--- config.mk ---
export PLATFORM = sky130hd
export DESIGN_NAME = divider_top
export DESIGN_NICKNAME = d
export VERILOG_FILES = /design/src/rtl/divider_top.sv
export SDC_FILE = /design/constraint.sdc
export NUM_CORES = 1
export LEC_CHECK = 0
export CORE_MARGIN = 2
export CORE_UTILIZATION = 47
export DETAILED_ROUTE_END_ITERATION = 8
export PLACE_DENSITY = 0.76
export SLEW_MARGIN = 20
export SYNTH_ARGS = -nofsm -noshare
export SYNTH_HDL_FRONTEND = slang
export SYNTH_SLANG_ARGS = --single-unit
export TNS_END_PERCENT = 10
--- constraint.sdc ---
create_clock -name clk -period 2.25 [get_ports clk]
set_clock_uncertainty 0.1 [all_clocks]
set_input_delay 0.3375 -clock clk [delete_from_list [all_inputs] [get_ports clk]]
set_output_delay 0.3375 -clock clk [all_outputs]
set_load 0.005 [all_outputs]
--- src/rtl/divider_top.sv ---
// Unsigned divider by repeated subtraction; operands arrive serially after a start pulse.
// Latency: Q+4 edges after start (4 for divide-by-zero); no backpressure, start is ignored while busy.
module divider_top #(
    parameter int WIDTH = 8
) (
    input  logic             clk,
    input  logic             rst,
    input  logic             start,
    input  logic [WIDTH-1:0] data_in,
    output logic             busy,
    output logic             done,
    output logic             div_zero,
    output logic [WIDTH-1:0] quotient,
    output logic [WIDTH-1:0] remainder
);

    typedef enum logic [2:0] {
        S_IDLE,
        S_LOAD_A,
        S_LOAD_B,
        S_CALC,
        S_DONE
    } state_t;

    state_t           state_q;
    logic [WIDTH-1:0] quot_q;
    logic [WIDTH-1:0] rem_q;
    logic [WIDTH-1:0] dvsr_q;
    logic             dz_q;

    always_ff @(posedge clk) begin
        if (rst) begin
            state_q <= S_IDLE;
            quot_q  <= '0;
            rem_q   <= '0;
            dvsr_q  <= '0;
            dz_q    <= 1'b0;
        end else begin
            case (state_q)
                S_IDLE: begin
                    if (start) state_q <= S_LOAD_A;
                end
                S_LOAD_A: begin
                    rem_q   <= data_in;
                    quot_q  <= '0;
                    dz_q    <= 1'b0;
                    state_q <= S_LOAD_B;
                end
                S_LOAD_B: begin
                    dvsr_q  <= data_in;
                    state_q <= S_CALC;
                end
                S_CALC: begin
                    // Zero divisor short-circuits with a saturated quotient and the dividend kept as remainder.
                    if (dvsr_q == '0) begin
                        quot_q  <= '1;
                        dz_q    <= 1'b1;
                        state_q <= S_DONE;
                    end else if (rem_q >= dvsr_q) begin
                        rem_q  <= rem_q - dvsr_q;
                        quot_q <= quot_q + WIDTH'(1);
                    end else begin
                        state_q <= S_DONE;
                    end
                end
                S_DONE: begin
                    if (start) state_q <= S_LOAD_A;
                end
                default: state_q <= S_IDLE;
            endcase
        end
    end

    assign busy      = (state_q == S_LOAD_A) || (state_q == S_LOAD_B) || (state_q == S_CALC);
    assign done      = (state_q == S_DONE);
    assign div_zero  = dz_q;
    assign quotient  = quot_q;
    assign remainder = rem_q;

endmodule

# ---- Yosys cells after proc, flatten, opt, wreduce, memory -nomap -nowiden
# Index checks and enable logic that the tools add are counted.
dict set report totals {
  ff_bits 28
  inputBits 11
  output_inout_bits 19
  wordCells 40
}
dict set report classes {
  n_eq_ne 10
  add_sub_neg 2
  n_mux 12
  magnitude_cmp 1
  reduce_logical 10
}
# operator n
set op_table {}
lappend op_table {{8-bit two-way mux} 4}
lappend op_table {{8-bit one-hot mux with 2 select lines} 2}
lappend op_table {{3-bit one-hot mux with 4 select lines} 1}
lappend op_table {{3-bit two-way mux} 3}
lappend op_table {{8-bit by 1-bit adder with 8-bit output (second input constant)} 1}
lappend op_table {{8-bit >= comparator} 1}
lappend op_table {{8-bit logical NOT} 1}
lappend op_table {{8-bit subtractor} 1}
lappend op_table {{3-bit by 2-bit equality test with 1-bit output (second input constant)} 2}
lappend op_table {{2-bit inequality test (second input constant)} 3}
lappend op_table {{3-bit inequality test (second input constant)} 2}
lappend op_table {{2-bit AND reduction} 3}
lappend op_table {{3-bit by 1-bit equality test with 1-bit output (second input constant)} 1}
lappend op_table {{3-bit equality test (second input constant)} 1}
lappend op_table {{3-bit logical NOT} 1}
lappend op_table {{3-bit AND reduction} 1}
lappend op_table {{1-bit logical OR} 2}
lappend op_table {{2-bit by 1-bit inequality test with 1-bit output (second input constant)} 1}
lappend op_table {{1-bit one-hot mux with 2 select lines} 1}
lappend op_table {{2-bit nonzero test} 1}
lappend op_table {{2-bit OR reduction} 1}
lappend op_table {{1-bit two-way mux} 1}

# ---- Logic depth before layout (Yosys ltp)
dict set report depth {
  ltp_word 4
  depth_mapped 11
  mapped_depth_nobuf 10
}

# ---- Worst setup path after synthesis
# Ideal clock, no wire load.
dict set report synth_path {
  path_type {register to register}
  from {register rem_q[0], in the netlist remainder[0]}
  to {register rem_q[1], in the netlist remainder[1]}
  path_stages_with_launch 12
  t_arrival_ns 1.961
  path_buffers 1
  t_required_ns 2.062
  period_less_slack_ns 2.149
  path_slack_ns 0.101
  setup_time_ns 0.088
  cell_sequence {dfxtp_1 -> inv_1 -> ha_1 -> inv_1 -> fa_1 -> nand3_1 -> a311oi_2 -> o21ai_2 -> a21oi_4 -> buf_6 -> nor2_1 -> a311oi_2}
}
dict set report synth_via {
  elab_chain_len 4
  word_cells_on_any_way 7
  cone_classes {1 x add/sub; 1 x order compare; 1 x eq/ne; 3 x mux; 1 x reduce/logical}
}
# element line
set synth_rtl {}
lappend synth_rtl {{from (decl)} 27} ;# logic [WIDTH-1:0] rem_q;
lappend synth_rtl {{from (signal assigned)} 44} ;# rem_q <= data_in;
lappend synth_rtl {{from (signal assigned)} 60} ;# rem_q <= rem_q - dvsr_q;
lappend synth_rtl {{8-bit subtractor} 60}
lappend synth_rtl {{8-bit two-way mux} 59} ;# end else if (rem_q >= dvsr_q) begin
lappend synth_rtl {{8-bit two-way mux} 55} ;# if (dvsr_q == '0) begin
lappend synth_rtl {{8-bit one-hot mux with 2 select lines} 39} ;# case (state_q)
# Several ways; a longest one is shown, not always the timed one. The select of a mux whose other input is x is not followed.
# A chain may end at the register's enable or synchronous reset.

# ---- Worst setup path after layout
dict set report layout_path {
  from {register rem_q[3], in the netlist remainder[3]}
  to {register rem_q[0], in the netlist remainder[0]}
}
dict set report layout_via {
  elab_chain_len 3
}
# element line
set layout_rtl {}
lappend layout_rtl {{8-bit >= comparator} 59}
lappend layout_rtl {{2-bit inequality test (no source line)} --}
lappend layout_rtl {{3-bit AND reduction (no source line)} --}
# No other way between the ends.

==> metrics.md <==
| Metric | Value |
|---|---|
| Worst skew pair latency | `0.32 ns` |
| DR WL/cell | `13.6 um` |
| Via count | `1,649` |
| Tot GR Track Use | `20.4%` |
| Die width | `63.0 um` |
| Busiest grt layer | `met2` |
| Number of buffers added on ports | `29` |
| Logic pwr share | `50.6%` |
| Slew Viols, Final | `0` |
| Die Y | `63.0 um` |
| Cells after Synth | `207` |
| Synth async-reset ratio | `0%` |
| Worst hold path depth | `2` |
| Fmax | `0.450 GHz` |
| Crit path kind | `flop to flop` |
| WP data required | `2.37 ns` |
| Full die area | `3970 um2` |
| DP Cell Count | `289` |
| Top-count cell post-synth | `nor2_1` |
| Core area | `3340 um2` |
| Synth cell count leaders | `nor2_1 (35), dfxtp_1 (28), nand2_1 (24), a21oi_1 (16), inv_1 (14)` |
| Initial Utilization | `49.0%` |
| Grt met2 use | `33.4%` |
| Post-Syn Nets | `228` |
| Remaining Overflow, GRT | `0` |
| # rows | `21` |
| P_leak | `0.828 nW` |
| Pwr Total | `1.64 mW` |
| Final worst setup slack | `0.0267 ns` |
| Final setup vio count | `0` |
| Synth Area per Inst | `7.91 um2` |
| Final Hold Slack | `0.443 ns` |
| Diodes inserted | `0` |
| Worst hold path type | `flop to flop` |
| Seq/Total Area, Yosys | `34.3%` |
| Clk slew on worst S/H paths | `0.14 ns` |
| Arr. time, crit path | `2.34 ns` |
| Count of final hold-check violations | `0` |
| Routability cong. | `0.847` |
| Largest cells by area after synthesis | `dfxtp_1 (34%), nor2_1 (8.0%), ha_1 (6.9%)` |
| Yosys warns | `0` |
| Number of buffers created by CTS | `3` |
| P_int | `1.03 mW` |
| Outcome | `finished clean` |
| Final cell count without fillers | `300` |
| DRC viols | `0` |
| Number of synthesized flops with an enable pin | `0` |
| Placed cell area | `2060 um2` |
| Area Growth Syn to Fin | `39.1%` |
| Design area | `2280 um2` |
| M3 GR Usage | `4.86%` |
| Largest net degree at the start of global routing | `29` |
| Seq cells post-synth | `28` |
| Tmin final | `2.22 ns` |
| Post-Syn Area | `1640 um2` |
| Vias in the first global route | `1,485` |
| Worst-Margin Slew | `0.569 ns` |
| Number of I/O pins | `30` |
| Layout fillers | `275` |
| Ys flop type | `dfxtp_1` |
| Final Cycle Share | `98.8%` |
| RSZ-0062 raised after global routing | `true` |
| Root Buffer | `clkbuf_4` |
| First-pass GRT wire length | `6600 um` |
| Clock sink count | `28` |
| Pre-CTS setup slack | `-0.0222 ns` |
| Max Buffers Root-to-Sink | `2` |
| Max cap viols | `0` |
| Sequential share of power | `36.9%` |
| Initial antenna violation count | `0` |
| Headroom to the max-slew limit | `62.0%` |
| Fin nets | `277` |
| Yosys top cell by area | `dfxtp_1` |
| DP HPWL | `2760 um` |
| Vias per cell | `5.50` |
| Sw frac | `36.9%` |
| Antenna-violating nets left | `0` |
| Initial DRC Count | `101` |
| Crit Path Max Fanout | `8` |
| Synth top area share | `34.3%` |
| P_sw | `0.605 mW` |
| Drt first pass iters | `4` |
| Unique masters post-synth | `36` |
| Reg2reg path depth | `8` |
| Setup crit start kind | `flop` |
| VDD IR max | `0.473 mV` |
| Met1 Resource Use GR | `27.2%` |
| PD cells | `720 nW/um2` |
| Crit end category | `flop` |
| Htree depth | `1` |
| Clock share of power | `12.5%` |
| Share of cells above drive strength 1 | `23.2%` |
| Final WL | `4090 um` |
| CTS tree | `built` |
[layout make-up]
| type | count | area (um2) | share of cell area [%] |
|---|---|---|---|
| well taps | 46 | 57.6 | 2.53 |
| flip-flops and latches | 28 | 567 | 24.9 |
| multi-input cells | 157 | 1100 | 48.5 |
| repair buffers | 52 | 474 | 20.8 |
| clock buffers | 3 | 22.5 | 0.989 |
| inverters | 14 | 52.6 | 2.31 |
[registers in the layout, indices dropped and copies added (netlist names)]
name,flops
div_zero,1
state_q,3
dvsr_q,8
remainder,8
quotient,8
[metal layers]
metal | share of wire [%] | up-vias
met5 | 0 | -
met4 | 0.54 | 0
met3 | 3.2 | 2
met2 | 47 | 35
met1 | 49 | 779
li1 | - | 833
[worst max-delay path, cell delays in order, from the launching register on]
cell and delay [ns]:
dfxtp_1 0.38, ha_4 0.31, nand4_1 0.14, a311oi_4 0.40
o21ai_2 0.14, a21oi_4 0.22, buf_6 0.17, mux2i_1 0.19
nor2_1 0.05
[metrics by stage]
stage | TNS [ns] | util, %
2_1_floorplan | 0 | -
3_5_place_dp | -0.0265 | 61.6
6_report | 0 | 68.2
3_3_place_gp | 0 | 61.6
5_1_grt | -0.652 | 68.2
4_1_cts | -0.0233 | 63.6
[power by group through the flow]
stage	sequential [mW]	combinational, mW	clock, mW
6_report	0.606	0.829	0.205
5_1_grt	0.615	0.905	0.248
4_1_cts	0.598	0.731	0.219
3_5_place_dp	0.608	0.689	0
3_3_place_gp	0.608	0.681	0
2_1_floorplan	0.602	0.456	0
[what timing repair did]
action	in CTS	in global routing
hold buffers	0	0
gates cloned	0	0
setup endpoints to repair	8	17
resized for setup	6	26
buffers inserted	2	6
pin swaps	2	15
[placed cells by master, fill, tap and decap left out, drive strengths merged, types with 5 or more instances in the layout]
cell,n
nor2,35
clkdlybuf4s50,29
dfxtp,28
nand2,24
buf,23
a21oi,17
inv,14
nor3,10
a211oi,9
ha,9
o21ai,8
a311oi,7
xnor2,5
[path summary, 6_finish.rpt]
path / slack [ns] / start / end
min reg2reg: 0.44 / quotient[7] / quotient[7]
max reg2reg: 0.03 / remainder[3] / remainder[0]
min: 0.44 / quotient[7] / quotient[7]
max: 0.03 / remainder[3] / remainder[0]
[logic make-up (layout without fill, tap and decap cells)]
logic type,count (synthesis),after routing,share of synthesized area (%)
simple gates,86,86,22.8
compound gates,52,52,24.2
flops,28,28,34.3
buf+inv,22,69,5.66
fa+ha+maj,10,10,8.10
xor+xnor,6,6,3.21
mux,3,3,1.83
(Power assumes the default switching activity.)
